==> src/rtl/tdm_demux.sv <==
// rtl/tdm_demux.sv - two-lane TDM receive demultiplexer with sync hunt and truncation count
module tdm_demux #(
  parameter int WIDTH = 8
) (
  input  logic             clk,
  input  logic             reset,
  input  logic             din,
  input  logic             sync,
  output logic [WIDTH-1:0] out_a,
  output logic [WIDTH-1:0] out_b,
  output logic             valid,
  output logic             lane,
  output logic             frame_err,
  output logic [7:0]       err_cnt
);

  localparam int CW = $clog2(2 * WIDTH);
  localparam logic [CW-1:0] LAST = CW'(2 * WIDTH - 1);

  typedef enum logic {IDLE, RECV} state_t;

  state_t          state, state_nxt;
  logic [CW-1:0]   cnt, cnt_nxt;
  logic [CW-2:0]   idx;
  logic [WIDTH-1:0] sh_a, sh_b;
  logic            start, cap, last, err;

  assign idx = cnt[CW-1:1];

  always_comb begin
    state_nxt = state;
    cnt_nxt   = cnt;
    start     = 1'b0;
    cap       = 1'b0;
    last      = 1'b0;
    err       = 1'b0;
    case (state)
      IDLE: begin
        if (sync) begin
          start     = 1'b1;
          cnt_nxt   = CW'(1);
          state_nxt = RECV;
        end
      end
      RECV: begin
        if (sync) begin
          // early sync: current bit becomes a0 of a fresh frame
          err     = 1'b1;
          start   = 1'b1;
          cnt_nxt = CW'(1);
        end else if (cnt == LAST) begin
          last      = 1'b1;
          cnt_nxt   = '0;
          state_nxt = IDLE;
        end else begin
          cap     = 1'b1;
          cnt_nxt = cnt + CW'(1);
        end
      end
      default: state_nxt = IDLE;
    endcase
  end

  always_ff @(posedge clk) begin
    if (reset) begin
      state     <= IDLE;
      cnt       <= '0;
      sh_a      <= '0;
      sh_b      <= '0;
      out_a     <= '0;
      out_b     <= '0;
      valid     <= 1'b0;
      lane      <= 1'b0;
      frame_err <= 1'b0;
      err_cnt   <= '0;
    end else begin
      state     <= state_nxt;
      cnt       <= cnt_nxt;
      lane      <= (state_nxt == RECV) ? cnt_nxt[0] : 1'b0;
      valid     <= last;
      frame_err <= err;
      if (err && err_cnt != 8'hFF)
        err_cnt <= err_cnt + 8'd1;
      if (start) begin
        sh_a <= WIDTH'(din);
        sh_b <= '0;
      end else if (cap) begin
        if (cnt[0])
          sh_b[idx] <= din;
        else
          sh_a[idx] <= din;
      end
      // b(W-1) arrives on this edge, so it bypasses the shift register
      if (last) begin
        out_a <= sh_a;
        out_b <= sh_b | {din, {(WIDTH-1){1'b0}}};
      end
    end
  end

endmodule
==> config.mk <==
export PLATFORM = sky130hd
export DESIGN_NAME = tdm_demux
export DESIGN_NICKNAME = d
export VERILOG_FILES = /design/src/rtl/tdm_demux.sv
export SDC_FILE = /design/constraint.sdc
export NUM_CORES = 1
export LEC_CHECK = 0
export CAP_MARGIN = 10
export CORE_ASPECT_RATIO = 0.75
export CORE_UTILIZATION = 53
export DETAILED_ROUTE_END_ITERATION = 16
export PLACE_DENSITY = 0.87
export SLEW_MARGIN = 20
export SYNTH_ARGS = -nofsm -noshare
export SYNTH_HDL_FRONTEND = slang
export SYNTH_SLANG_ARGS = --single-unit
==> constraint.sdc <==
create_clock -name clk -period 1.45 [get_ports clk]
set_input_delay 0.29 -clock clk [delete_from_list [all_inputs] [get_ports clk]]
set_output_delay 0.29 -clock clk [all_outputs]
set_load 0.03 [all_outputs]
# Word-level counts from Yosys, hierarchy flattened
# Cells that the tools add are included.
[classes]
muxes = 21
order_cmp = 2
eq_ne = 4
addsub = 2
reduce_logical = 8
bitwise = 4
[op_table]
columns = ["operator", "n"]
rows = [
  ["$bwmux 8", 2],
  ["$mux 1", 13],
  ["$mux 4", 3],
  ["$add 8x1->8 const B", 1],
  ["$ne 8x8->1 const B", 1],
  ["$or 8x8->8", 1],
  ["$pmux 4 s2", 1],
  ["$reduce_and 2->1", 3],
  ["$add 4x1->4 const B", 1],
  ["$eq 4x4->1 const B", 1],
  ["$lt 3x4->1 const B", 1],
  ["$reduce_or 2->1", 2],
  ["$demux 1 s3", 1],
  ["$ge 3x1->1 const B", 1],
  ["$not 1->1", 3],
  ["$logic_and 1x1->1", 2],
  ["$ne 2x1->1 const B", 1],
  ["$ne 2x2->1 const B", 1],
  ["$pmux 1 s2", 1],
  ["$reduce_bool 2->1", 1],
]
[word_totals]
in_bits = 4
out_inout_bits = 27
wordCells = 53
register_bits = 48

# Longest topological paths before layout
[depth]
word_depth = 8
mapped_depth = 8
ltp_nobuf = 5

# Worst setup path after synthesis
# No wires, ideal clock.
[synth_path]
kind = "register -> register"
start = "reg err_cnt[0]"
end = "reg err_cnt[5]"
arrival_time_ns = 1.498
path_slack_ns = -0.169
n_path_buf = 0
setup_ns = 0.121
path_stages_with_launch = 6
period_less_slack_ns = 1.619
required_ns = 1.329
cell_sequence = "dfxtp_1 -> ha_1 -> nand3_1 -> o211ai_1 -> nor2_1 -> mux2_2"
[synth_via]
elab_chain_len = 2
elab_cells_between_ends = 3
cone_classes = "1 x add/sub; 1 x eq/ne; 1 x reduce/logical"
[synth_lines]
columns = ["item", "line_no", "source"]
rows = [
  ["start, declared", "14", "output logic [7:0] err_cnt"],
  ["start signal, assigned", "83", "err_cnt <= err_cnt + 8'd1;"],
  ["parallel branches: the longest is 2 deep, another holds $add 8x1->8", "-", ""],
]
# Several ways; the timed one is not identified.
# A chain may end at the register's enable or synchronous reset.

# Final worst setup path
[layout_path]
start = "reg err_cnt[2]"
end = "out err_cnt[2]"
# No word-level cell between the ends.

==> results.sh <==
export IMPL_run_status="complete, no violations"
export IMPL_ir_drop_mv=0.834
export IMPL_first_pass_iters=4
export IMPL_port_buffers=30
export IMPL_clock_fmax_mhz=709
export IMPL_final_common_cell="nand2_1"
export IMPL_drt_total_wl_um=4420
export IMPL_cts_sinks=48
export IMPL_cts_inserted_buffers=5
export IMPL_grt_pass1_wl_um=7310
export IMPL_dpl_cell_count=328
export IMPL_synth_area_um2=2060
export IMPL_core_area_um2=3680
export IMPL_crit_required_ps=1160
export IMPL_worstPathCellList="dlygate4sd2_1"
export IMPL_timing_slew_headroom_pct=79.8
export IMPL_fin_tns_setup_ps=0
export IMPL_max_cap_violations=0
export IMPL_die_area_um2=4150
export IMPL_syn_nets=242
export IMPL_vias=1758
export IMPL_grt_pass1_vias=1627
export IMPL_critPathLaunchType="register"
export IMPL_finalMaxSlewViolations=0
export IMPL_stdcell_count=336
export IMPL_wl_per_cell_um=13.1
export IMPL_power_mw=2.34
export IMPL_synth_flop_cell="dfxtp_1"
export IMPL_nets=289
export IMPL_ant_nets=0
export IMPL_cp_slowest_stage_delay_ps=410
export IMPL_dpl_hpwl_um=3160
export IMPL_post_place_ws_ps=-316
export IMPL_fin_util_pct=72.5
export IMPL_areaGrowthSynthToFinish_pct=29.4
export IMPL_drt_drc_violations_left=0
export IMPL_skew_ps=13.7
export IMPL_avgSynthCellArea_um2=8.74
export IMPL_grt_total_usage_pct=23.3
export IMPL_viasPerCell=5.23
export IMPL_power_leakage_nw=1.14
export IMPL_clkSlewWorstSetupHoldPaths_ps=90
export IMPL_drt_iter0_drc=124
export IMPL_grt_setup_unrepaired="false"
export IMPL_timing_worst_setup_path_type="reg -> out"
export IMPL_rows=19
export IMPL_critPathTopFamily="buffers and inverters"
export IMPL_synthCells=236
export IMPL_cts_tree="done"
export IMPL_hold_slack_ps=453
export IMPL_clk_path_buf_depth=2
export IMPL_tightest_slew_ps=302
export IMPL_hold_buffers=0
export IMPL_hold_class="reg -> reg"
export IMPL_yosys_warnings=0
export IMPL_root_buffer="clkbuf_8"
export IMPL_crit_arrival_ps=1120
export IMPL_io_pins=31
export IMPL_initial_utilization_pct=56.0
export IMPL_n_antenna_cell=0
export IMPL_critPathBufInv=1
export IMPL_p_per_area_nw_per_um2=875
export IMPL_final_min_clock_period_ps=1410
export IMPL_cp_end_kind="primary output"
export IMPL_cp_max_fo=7
export IMPL_ys_ff_latch=48
export IMPL_ys_seq_area_share_pct=46.6
export IMPL_fin_crit_sh_pct=97.3
export IMPL_gp_congestion=0.813
export IMPL_layout_drive_gt1_share_pct=24.6
export IMPL_synth_edf_count=0
export IMPL_die_width_um=74.0
export IMPL_cts_max_level=2
export IMPL_cts_setup_buffers=0
export IMPL_final_area_um2=2670
export IMPL_clkLatencyLatePin_ps=310
export IMPL_worst_path_max_delay_cell="dlygate4sd2_1"
export IMPL_overflow=0
export IMPL_grt_max_degree=21
export IMPL_antenna_found_initial=0
export IMPL_ys_types=38
export IMPL_post_dp_cell_area_um2=2560
export IMPL_r2r_slack_ps=60
export IMPL_async_flop_share_pct=0
export IMPL_fin_ws_ps=39.5
export IMPL_setup_viol=0
export IMPL_finalHoldViolCount=0
export IMPL_layout_common_cells="nand2_1, dfxtp_1, nor2_1, dlygate4sd2_1, buf_4"
export IMPL_die_h_um=56.0
cell usage after synthesis, drive strengths merged (4+ instances only):
| library cell | count | area [um^2] |
|---|---|---|
| buf | 11 | 82.6 |
| and2 | 4 | 25.0 |
| dfxtp | 48 | 961 |
| nand3 | 8 | 45.0 |
| nor2b | 5 | 33.8 |
| clkbuf | 5 | 18.8 |
| a21oi | 25 | 163 |
| nor2 | 27 | 101 |
| nand4 | 8 | 50.1 |
| mux2i | 13 | 130 |
| nand2 | 48 | 183 |
| xor2 | 4 | 35.0 |
worst reg2reg max path: stages (launching register included):
cell	delay, ps
dfxtp_1	450
ha_4	220
nand2_1	160
nand4_1	160
mux2i_1	230
nor2_1	70
layout make-up:
cell class              instances  area [um^2]
clock buffers                   6         82.6
flip-flops and latches         48          980
multi-input cells             169         1030
clock inverters                 2         10.0
fillers                       296         1010
repair buffers                 56          489
inverters                       3         11.3
well taps                      52         65.1
path summary, 6_finish.rpt:
kind,start,to,cells after the start
worst max-delay path,err_cnt[2]$_SDFFE_PP0P_,err_cnt[2],1
worst min-delay path,sh_b[2]$_SDFFE_PP0P_,out_b[2]$_SDFFE_PP0P_,2
worst max register to register,cnt[0]$_SDFF_PP0_,sh_a[7]$_SDFFE_PP0P_,5
worst min register to register,sh_b[2]$_SDFFE_PP0P_,out_b[2]$_SDFFE_PP0P_,2
metal layers:
layer	vias to the layer above	track usage [%]	routed length [um]
li1	889	-	-
met1	812	31.7	2100
met2	48	36.0	2050
met3	9	4.89	205
met4	0	9.07	63
met5	-	0	0
report_power, final:
part / switching (mW) / internal, mW / total, mW
clock network: 0.442 / 0.381 / 0.823
logic: 0.0954 / 0.0745 / 0.170
registers: 0.0160 / 1.33 / 1.34
timing repair:
| action | in CTS | in global routing |
|---|---|---|
| endpoints found under the setup margin | 30 | 29 |
| gates cloned | 0 | 0 |
| endpoints found under the hold margin | 0 | 0 |
| pin swaps | 0 | 2 |
| resized for setup | 30 | 13 |
state kept, by name, indices dropped and copies added, names as in the netlist, 4 cells and up:
signal / flops
sh_a: 8
out_a: 8
cnt: 4
err_cnt: 8
sh_b: 8
out_b: 8
cell families after synthesis:
family / share of synthesized area [%]
xor+xnor: 2.12
buf+inv: 5.46
mux: 6.85
simple gates: 26.5
flops: 46.6
compound gates: 11.3
fa+ha+maj: 1.21
Power figures use the tool's default switching activity.
